### src/rtl/clk_div_pkg.sv
// Shared constants and helpers for the multi-channel clock-enable divider.
package clk_div_pkg;

  localparam logic MODE_TOGGLE = 1'b0;
  localparam logic MODE_PULSE  = 1'b1;

  // Channel-select width, never narrower than one bit (n is at most 16).
  function automatic int clog2_min1(input int n);
    int r;
    r = 0;
    for (int i = 0; i < 31; i++) begin
      if ((1 << i) < n) r = i + 1;
    end
    return (r < 1) ? 1 : r;
  endfunction

  // A programmed limit of zero behaves as a limit of one (tick every cycle).
  function automatic logic [31:0] sanitize_limit(input logic [31:0] lim);
    return (lim == 32'd0) ? 32'd1 : lim;
  endfunction

endpackage

### src/rtl/clk_divider_multi_if.sv
// Limit-load port of the divider: master drives the request, slave answers ready.
// A transfer happens on the rising clk edge where load_valid && load_ready are both 1.
// load_ready is a combinational function of load_ch, so a master may retarget freely.
interface clk_divider_multi_if #(
  parameter int CNT_W = 26,
  parameter int CH_W  = 2
);
  logic             load_valid;
  logic [CH_W-1:0]  load_ch;
  logic [CNT_W-1:0] load_limit;
  logic             load_ready;

  modport master (output load_valid, output load_ch, output load_limit, input  load_ready);
  modport slave  (input  load_valid, input  load_ch, input  load_limit, output load_ready);
endinterface

### src/rtl/clk_div_channel.sv
// One divider channel: counter, live and shadow limit, toggle and tick registers.
// A written limit waits in the shadow until a wrap, a sync or a disabled cycle.
module clk_div_channel
  import clk_div_pkg::*;
#(
  parameter int               CNT_W         = 26,
  parameter logic [CNT_W-1:0] DEFAULT_LIMIT = CNT_W'(25000000)
) (
  input  logic             clk,
  input  logic             rst,
  input  logic             en,
  input  logic             mode,
  input  logic             sync,
  input  logic             wr_en,
  input  logic [CNT_W-1:0] wr_data,
  output logic             pending,
  output logic             tick,
  output logic             div_out
);

  logic [CNT_W-1:0] cnt, limit, shadow;
  logic [CNT_W-1:0] lim_m1;
  logic [CNT_W-1:0] cnt_d;
  logic             toggle, toggle_d, tick_d, apply;

  assign lim_m1 = CNT_W'(sanitize_limit(32'(limit)) - 32'd1);

  // >= rather than == so a smaller limit applied while idle still wraps at once.
  always_comb begin
    cnt_d    = cnt;
    toggle_d = toggle;
    tick_d   = 1'b0;
    apply    = 1'b0;
    if (sync) begin
      cnt_d    = '0;
      toggle_d = 1'b0;
      apply    = pending;
    end else if (en) begin
      if (cnt >= lim_m1) begin
        cnt_d    = '0;
        tick_d   = 1'b1;
        toggle_d = ~toggle;
        apply    = pending;
      end else begin
        cnt_d = cnt + CNT_W'(1);
      end
    end else begin
      apply = pending;
    end
  end

  always_ff @(posedge clk) begin
    if (rst) begin
      cnt     <= '0;
      limit   <= DEFAULT_LIMIT;
      shadow  <= DEFAULT_LIMIT;
      pending <= 1'b0;
      toggle  <= 1'b0;
      tick    <= 1'b0;
      div_out <= 1'b0;
    end else begin
      cnt     <= cnt_d;
      toggle  <= toggle_d;
      tick    <= tick_d;
      div_out <= (mode == MODE_PULSE) ? tick_d : toggle_d;
      if (apply) begin
        limit   <= shadow;
        pending <= 1'b0;
      end
      // Never coincides with apply: the top only strobes a channel that is not pending.
      if (wr_en) begin
        shadow  <= wr_data;
        pending <= 1'b1;
      end
    end
  end

endmodule

### src/rtl/clk_divider_multi.sv
// NUM_CH independent clock-enable generators from one system clock, with a
// per-channel retune port that takes effect only on a period boundary.
module clk_divider_multi
  import clk_div_pkg::*;
#(
  parameter int               NUM_CH        = 4,
  parameter int               CNT_W         = 26,
  parameter logic [CNT_W-1:0] DEFAULT_LIMIT = CNT_W'(25000000),
  localparam int              CH_W          = clog2_min1(NUM_CH)
) (
  input  logic              clk,
  input  logic              rst,
  input  logic [NUM_CH-1:0] en,
  input  logic [NUM_CH-1:0] mode,
  input  logic              sync,
  clk_divider_multi_if.slave load,
  output logic [NUM_CH-1:0] tick,
  output logic [NUM_CH-1:0] div_out
);

  localparam int PAD_W = 1 << CH_W;

  logic [NUM_CH-1:0] pending, wr_en;
  logic [PAD_W-1:0]  pending_pad;
  logic              accept;

  // Unused select codes read a zero pad bit, so out-of-range loads are always ready.
  assign pending_pad     = PAD_W'(pending);
  assign load.load_ready = ~pending_pad[load.load_ch];
  assign accept          = load.load_valid & load.load_ready;

  always_comb begin
    wr_en = '0;
    for (int i = 0; i < NUM_CH; i++) begin
      wr_en[i] = accept && (load.load_ch == CH_W'(i));
    end
  end

  for (genvar i = 0; i < NUM_CH; i++) begin : g_ch
    clk_div_channel #(
      .CNT_W         (CNT_W),
      .DEFAULT_LIMIT (DEFAULT_LIMIT)
    ) u_ch (
      .clk     (clk),
      .rst     (rst),
      .en      (en[i]),
      .mode    (mode[i]),
      .sync    (sync),
      .wr_en   (wr_en[i]),
      .wr_data (load.load_limit),
      .pending (pending[i]),
      .tick    (tick[i]),
      .div_out (div_out[i])
    );
  end

endmodule

### src/flat_wrapper.sv
// flat-port wrapper written by rule: the top's interface ports become plain ports
module clk_divider_multi_flat import clk_div_pkg::*;
#(
  parameter int               NUM_CH        = 4,
  parameter int               CNT_W         = 26,
  parameter logic [CNT_W-1:0] DEFAULT_LIMIT = CNT_W'(25000000),
  localparam int              CH_W          = clog2_min1(NUM_CH)
)
  (clk, rst, en, mode, sync, tick, div_out, load_load_valid, load_load_ch, load_load_limit, load_load_ready);
  clk_divider_multi_if #(.CNT_W(CNT_W), .CH_W((clog2_min1(NUM_CH)))) load_i ();
  input  logic clk;
  input  logic rst;
  input  logic [NUM_CH-1:0] en;
  input  logic [NUM_CH-1:0] mode;
  input  logic sync;
  output logic [NUM_CH-1:0] tick;
  output logic [NUM_CH-1:0] div_out;
  input wire logic [$bits(load_i.load_valid)-1:0] load_load_valid;
  input wire logic [$bits(load_i.load_ch)-1:0] load_load_ch;
  input wire logic [$bits(load_i.load_limit)-1:0] load_load_limit;
  output wire logic [$bits(load_i.load_ready)-1:0] load_load_ready;
  assign load_i.load_valid = load_load_valid;
  assign load_i.load_ch = load_load_ch;
  assign load_i.load_limit = load_load_limit;
  assign load_load_ready = load_i.load_ready;
  clk_divider_multi #(.NUM_CH(NUM_CH), .CNT_W(CNT_W), .DEFAULT_LIMIT(DEFAULT_LIMIT)) u_core (.clk(clk), .rst(rst), .en(en), .mode(mode), .sync(sync), .load(load_i), .tick(tick), .div_out(div_out));
endmodule
### config.mk
export PLATFORM = sky130hd
export DESIGN_NAME = clk_divider_multi_flat
export DESIGN_NICKNAME = d
export VERILOG_FILES = /design/src/rtl/clk_div_pkg.sv /design/src/rtl/clk_divider_multi_if.sv /design/src/rtl/clk_div_channel.sv /design/src/rtl/clk_divider_multi.sv /design/src/flat_wrapper.sv
export SDC_FILE = /design/constraint.sdc
export NUM_CORES = 1
export LEC_CHECK = 0
export CAP_MARGIN = 30
export CORE_UTILIZATION = 56
export DETAILED_ROUTE_END_ITERATION = 10
export PLACE_DENSITY = 0.76
export RECOVER_POWER = 100
export SYNTH_ARGS = -nofsm -noshare
export SYNTH_HDL_FRONTEND = slang
export SYNTH_SLANG_ARGS = --single-unit
### constraint.sdc
create_clock -name clk -period 4 [get_ports clk]
set_clock_uncertainty 0.1 [all_clocks]
set_input_delay 0.8 -clock clk [delete_from_list [all_inputs] [get_ports clk]]
set_output_delay 0.8 -clock clk [all_outputs]
set_load 0.01 [all_outputs]
Word level (Yosys, flattened, before mapping) --
Index checks and enable logic that the tools add are counted.
Word-level totals: bits in registers 328, output and inout port bits 9, word-level logic and storage cells 122
Cells by class: add/subtract/negate cells 8, $lt $le $gt $ge 5, equality and inequality tests 3, multiplexer cells 58, bitwise logic cells 6, reductions and logical operators 14
Operators by type and width (count):
- two-way mux 26 bit | 8
- adder 26 x 1 -> 26 bit, second input constant | 4
- >= comparator 26 bit | 4
- logical NOT 26 bit | 4
- subtractor 26 x 1 -> 26 bit, second input constant | 4
- two-way mux 1 bit | 49
- nonzero test 2 bit | 4
- inverter 1 bit | 5
- equality test 2 bit, second input constant | 2
- logical AND 1 bit | 4
- less-than comparator 2 x 3 -> 1 bit, second input constant | 1
- binary-select mux 1 bit (select 2 bit) | 1
- equality test 2 x 1 -> 1 bit, second input constant | 1
- logical NOT 2 bit | 1
- OR reduction 2 bit | 1
- bitwise AND 1 bit | 1

Logic depth before layout (Yosys ltp) --
depth after elaboration 9, gate-level depth with buffers 22

Cells and area by module --
From an unflattened synthesis, not the netlist that was laid out.
Second synthesis, totals: cell total of the unflattened synthesis 1800, area, all modules 17072.6 µm²
By module, submodules not included:
- clk_div_channel at u_core.g_ch[2].u_ch ... | instances 2, cells each 452, area an instance 4272.8 µm², sequential area each 1641.6 µm²
- clk_div_channel at u_core.g_ch[0].u_ch | instances 1, cells each 448, area an instance 4242.8 µm², sequential area each 1641.6 µm²
- clk_div_channel at u_core.g_ch[1].u_ch | instances 1, cells each 441, area an instance 4220.3 µm², sequential area each 1641.6 µm²
- clk_divider_multi | instances 1, cells each 7, area an instance 63.8 µm², sequential area each 0.0 µm²

Worst setup path after synthesis --
Ideal clock, no wire load.
path type register to register, start reg u_core.g_ch[0].u_ch.limit[11], end reg u_core.g_ch[0].u_ch.cnt[10], arrival 4.180 ns, required time 3.772 ns, slack -0.408 ns, cell stages (with the launch flop) 23, buffers on the path 2, period minus slack after synthesis 4.408 ns, path through dfxtp_1 or4_1 nor4_2 nand3_1 nor3_1 nor2_1 ha_1 nand2_1 or2_2 nand2b_1 nor2b_1 nor2b_1 xnor2_1 ha_1 nand4_1 nor4_1 a22oi_1 nand4bb_1 a21oi_1 clkbuf_1 o21ai_1 clkbuf_1 nor2_1
On the way: cells in the longest elaborated chain, start to end 5
Ends and longest elaborated chain:
- start: declaration | RTL line clk_div_channel.sv:21 | logic [CNT_W-1:0] cnt, limit, shadow;
- start signal: assignment | RTL line clk_div_channel.sv:67 | limit <= shadow;
- logical NOT 26 bit | RTL line clk_div_pkg.sv:19 | return (lim == 32'd0) ? 32'd1 : lim;
- two-way mux 26 bit * | RTL line clk_div_pkg.sv:19
- subtractor 26 x 1 -> 26 bit * | RTL line clk_div_channel.sv:26 | assign lim_m1 = CNT_W'(sanitize_limit(32'(limit)) - 32'd1);
- >= comparator 26 bit * | RTL line clk_div_channel.sv:39 | if (cnt >= lim_m1) begin
- two-way mux 26 bit * | RTL line clk_div_channel.sv:39
- end signal: assignment | RTL line clk_div_channel.sv:62 | cnt <= cnt_d;
- end: declaration | RTL line clk_div_channel.sv:21
Mark *: on every way between the ends. The rest lies on a longest branch, timed or not. A chain may end at the register's enable or synchronous reset.

Final worst setup path --
start reg u_core.g_ch[2].u_ch.limit[20], end reg u_core.g_ch[2].u_ch.limit[0]
On the way: cells in the longest elaborated chain, start to end 7
Ends and longest elaborated chain:
- start: declaration | RTL line clk_div_channel.sv:21
- start signal: assignment | RTL line clk_div_channel.sv:67
- logical NOT 26 bit | RTL line clk_div_pkg.sv:19
- two-way mux 26 bit * | RTL line clk_div_pkg.sv:19
- subtractor 26 x 1 -> 26 bit * | RTL line clk_div_channel.sv:26
- >= comparator 26 bit * | RTL line clk_div_channel.sv:39
- two-way mux 1 bit * | RTL line clk_div_channel.sv:39
- two-way mux 1 bit * | RTL line clk_div_channel.sv:38 | end else if (en) begin
- two-way mux 1 bit * | RTL line clk_div_channel.sv:34 | if (sync) begin
Marked as above.

==> impl_summary.txt <==
----------------------------------------------------
[Floorplan]
  Effective utilization at floorplan ... 56.94%
  Overall die area ... 30,830 µm²
  CORE AREA ... 29,640 µm²
  Die height ... 175.6 µm
  Count of boundary I/O pins ... 49
  X dimension of the die ... 175.6 µm
  Rows ... 63

[Yosys]
  Cells after Synth ... 2,020
  Post-synth net total ... 2,172
  Share of Yosys cell area claimed by the top area cell type ... 38.91%
  Netlist Area Pre-Place ... 16,870 µm²
  Flip-flop and latch count after synthesis ... 328
  Cell type contributing the most total cell area after synthesis ... sky130_fd_sc_hd__dfxtp_1
  Sequential share of the synthesized area ... 38.91%
  Top_reg_cell synth ... sky130_fd_sc_hd__dfxtp_1
  Synthesized area per cell ... 8.354 µm²
  Share of synthesized flip-flops with an asynchronous set or reset ... 0%
  Number of enable-type register cells in the synthesized netlist ... 0
  Total number of yosys warnings ... 0
  Leading cell types by total area after synthesis ... sky130_fd_sc_hd__dfxtp_1, sky130_fd_sc_hd__ha_1, sky130_fd_sc_hd__nand2_1
  Number of distinct library cell variants in the gate-level netlist after synthesis ... 67

[Worst setup path]
  Peak fanout along the critical path ... 5
  Arrival @ worst endpoint ... 4860 ps
  Worst setup SP type ... flip-flop
  WS Path Type ... flip-flop to flip-flop
  Type of element capturing the critical path ... flip-flop
  Worst reg2reg path depth ... 19
  Critical Path Sink ... u_core.g_ch[2].u_ch.limit[0]$_SDFFE_PP0P_
  Reg2reg start ... u_core.g_ch[2].u_ch.limit[20]$_SDFFE_PP1P_
  Required arrival time at the worst endpoint ... 4280 ps
  Worst setup path startpoint ... u_core.g_ch[2].u_ch.limit[20]$_SDFFE_PP1P_
  Reg2reg setup slack ... -590 ps
  Reg-to-reg endpoint ... u_core.g_ch[2].u_ch.limit[0]$_SDFFE_PP0P_

[Routing]
  Average wire per standard cell ... 17.91 µm
  Via count of the routed design ... 15,480
  DRC violation count after routing ... 0
  Per-cell via count in the routed design ... 5.782
  DRT Wirelength ... 47,970 µm
  Drt pass-1 iters ... 6
  DRT antenna net count ... 0
  Starting DRC count in detailed routing ... 1,091

[Clock network]
  CTS Root Cell ... sky130_fd_sc_hd__clkbuf_16
  Maximum level of the CTS H-tree ... 2
  Maximum clock path buffer count ... 3
  Clock insertion delay at the later pin of the skew report ... 520 ps
  Clock transition at the register clock pins on the worst setup and hold paths after CTS ... 60 ps
  Number of buffers inserted during clock tree synthesis ... 35
  TritonCTS sink count ... 328
  Number of hold buffers added after cts ... 0
  TritonCTS clock tree ... built

[Power]
  Pwr Total ... 7.073 mW
  Worst vdd ir ... 0.3791 mV
  Leakage Power ... 8.832 nW
  Power per Cell Area ... 311.7 nW/µm²

[Global route]
  First-pass GRT wire length ... 72,080 µm
  Pin count of the biggest net entering global routing ... 220
  GR Overflow Total ... 0
  Antenna violations before repair ... 1
  Vias in the first global route ... 15,070
  Overall track demand over capacity in global routing ... 28.63%

[Status]
  Status ... finished with violations
  Violations in the final reports ... setup timing

[Placement]
  GPL Wtd Cong ... 0.9116
  Cell area after placement ... 19,080 µm²
  Inst Count DP ... 2,541
  Input/output buffers ... 48
  Final HPWL from detailed placement ... 29,090 µm

[Timing]
  Slew at the pin closest to its max-slew limit ... 979.5 ps
  Fin crit period ... 4587 ps
  RSZ-0062 raised after global routing ... true
  Final-report setup violation count ... 214
  Max Freq ... 218.0 MHz
  Final worst setup slack ... -587.2 ps
  Pins over their slew limit ... 0
  Number of hold-slack violations in the final timing report ... 0
  Relative slew slack ... 34.70%
  Post-route clock period utilization ... 114.7%

[Finish]
  Area growth, synth to finish ... 34.46%
  Inserted Diodes ... 0
  Final instance count without filler cells ... 2,678
  Most used cells in the layout excluding fill and tap cells ... sky130_fd_sc_hd__dfxtp_1, sky130_fd_sc_hd__nand2_1, sky130_fd_sc_hd__nor2_1
  Most common cell after layout, fill and taps aside ... sky130_fd_sc_hd__dfxtp_1
  Final Instance Area ... 22,690 µm²
  Ratio of cells with drive above 1 in the final layout ... 25.04%
  Final Net Count ... 2,417

[Worst hold path]
  Start point of the worst hold path ... u_core.g_ch[0].u_ch.shadow[17]$_SDFFE_PP0P_
  Worst Hold Class ... flip-flop to flip-flop

[Run]
  Count of max-cap constraint violations ... 0

----------------------------------------------------
-- power breakdown --
group | internal, mW | switching (mW) | total, mW | leakage [nW]
clock network | 1.90 | 1.34 | 3.23 | 0.562
logic | 0.196 | 0.284 | 0.480 | 5.61
registers | 3.32 | 0.0387 | 3.36 | 2.66
total | 5.41 | 1.66 | 7.07 | 8.83
-- worst max-delay path, stage by stage (launching register included) --
cell	delay [ps]
sky130_fd_sc_hd__dfxtp_1	310
sky130_fd_sc_hd__or3_1	380
sky130_fd_sc_hd__or4_1	580
sky130_fd_sc_hd__nor2_4	210
sky130_fd_sc_hd__nor2_4	60
sky130_fd_sc_hd__ha_4	190
sky130_fd_sc_hd__nand2_4	80
sky130_fd_sc_hd__nor2_4	50
sky130_fd_sc_hd__nand2_1	160
sky130_fd_sc_hd__xor2_2	250
sky130_fd_sc_hd__ha_1	310
sky130_fd_sc_hd__nand3_2	120
sky130_fd_sc_hd__o22ai_4	80
sky130_fd_sc_hd__a2111oi_4	390
sky130_fd_sc_hd__o31ai_4	110
sky130_fd_sc_hd__o41ai_2	360
sky130_fd_sc_hd__buf_4	220
sky130_fd_sc_hd__buf_6	150
sky130_fd_sc_hd__mux2i_1	230
sky130_fd_sc_hd__nor2_1	80
-- worst min path at each step --
stage,to,slack [ps],cells past startpoint
floorplan,u_core.g_ch[2].u_ch.shadow[0]$_SDFFE_PP0P_,340,2
global placement,u_core.g_ch[1].u_ch.shadow[9]$_SDFFE_PP0P_,340,2
detailed placement,u_core.g_ch[0].u_ch.shadow[17]$_SDFFE_PP0P_,350,2
CTS,u_core.g_ch[0].u_ch.shadow[17]$_SDFFE_PP0P_,360,2
global route,u_core.g_ch[0].u_ch.shadow[1]$_SDFFE_PP0P_,370,2
finish,u_core.g_ch[0].u_ch.shadow[17]$_SDFFE_PP0P_,360,2
-- layout make-up --
type	count	area, µm²
Clock buffer	51	1059
Clock inverter	9	76.32
Fill cell	1963	6948
Inverter	17	63.81
Multi-Input combinational cell	1579	11430
Sequential cell	328	6580
Tap cell	390	488.0
Timing Repair Buffer	304	2992
-- layer usage --
metal	vias to the layer above	part of all wire (%)	global-route usage, %
met5	-	0.20	1.763
met4	4	3.8	10.43
met3	134	5.6	5.368
met2	448	50	50.33
met1	7472	41	34.45
li1	7426	-	-
-- cells by family (layout without fill, tap and decap cells) --
family / count (synthesis) / count (layout) / synth area share, %
flops: 328 / 328 / 38.91
compound gates: 225 / 225 / 7.793
fa+ha+maj: 112 / 112 / 8.304
xor+xnor: 179 / 179 / 9.290
simple gates: 982 / 982 / 27.90
buf+inv: 113 / 381 / 2.988
mux: 81 / 81 / 4.812
-- cells in the mapped netlist (5+ instances only) --
cell,instances
sky130_fd_sc_hd__nand4_1,39
sky130_fd_sc_hd__and3_1,19
sky130_fd_sc_hd__a21o_1,9
sky130_fd_sc_hd__clkbuf_1,70
sky130_fd_sc_hd__buf_2,10
sky130_fd_sc_hd__and2_1,9
sky130_fd_sc_hd__dfxtp_1,328
sky130_fd_sc_hd__buf_4,10
sky130_fd_sc_hd__nor4_1,27
sky130_fd_sc_hd__or3_1,13
sky130_fd_sc_hd__inv_1,16
sky130_fd_sc_hd__nand3_1,59
sky130_fd_sc_hd__nand3b_1,54
sky130_fd_sc_hd__a211oi_1,8
sky130_fd_sc_hd__and4_1,6
sky130_fd_sc_hd__mux2i_1,80
sky130_fd_sc_hd__or4_1,8
sky130_fd_sc_hd__o31ai_1,5
sky130_fd_sc_hd__nor2_1,280
sky130_fd_sc_hd__o21ai_0,30
sky130_fd_sc_hd__a21oi_1,134
sky130_fd_sc_hd__o21a_1,5
sky130_fd_sc_hd__xor2_1,99
sky130_fd_sc_hd__ha_1,112
sky130_fd_sc_hd__nor2b_1,9
sky130_fd_sc_hd__xnor2_1,80
sky130_fd_sc_hd__nand2b_1,69
sky130_fd_sc_hd__nand2_1,304
sky130_fd_sc_hd__nor3_1,61
-- sequential cells by signal, indices dropped and copies added (netlist names) --
signal                    count
u_core.g_ch.u_ch.cnt        104
u_core.g_ch.u_ch.limit      104
u_core.g_ch.u_ch.shadow     104
u_core.g_ch.u_ch.div_out      4
u_core.g_ch.u_ch.pending      4
u_core.g_ch.u_ch.tick         4
u_core.g_ch.u_ch.toggle       4
-- stage by stage --
| stage | utilization, % | hold slack [ps] | TNS, ps | worst slack, ps |
|---|---|---|---|---|
| after floorplan | - | 335.7 | -3110 | -118.4 |
| after global placement | 64.39 | 344.3 | -20180 | -155.1 |
| after detailed placement | 64.39 | 347.4 | -41340 | -315.0 |
| after CTS | 72.24 | 355.5 | -21970 | -211.7 |
| after global routing | 76.56 | 368.6 | -83080 | -629.2 |
| final | 76.56 | 355.0 | -47840 | -587.2 |
-- what timing repair did --
item | CTS | global route
endpoints found under the setup margin | 220 | 223
pin swaps | 63 | 121
setup buffers | 44 | 29
gates resized for setup | 151 | 265
gates cloned | 15 | 7
No activity file was read; power rests on OpenSTA's default activity.
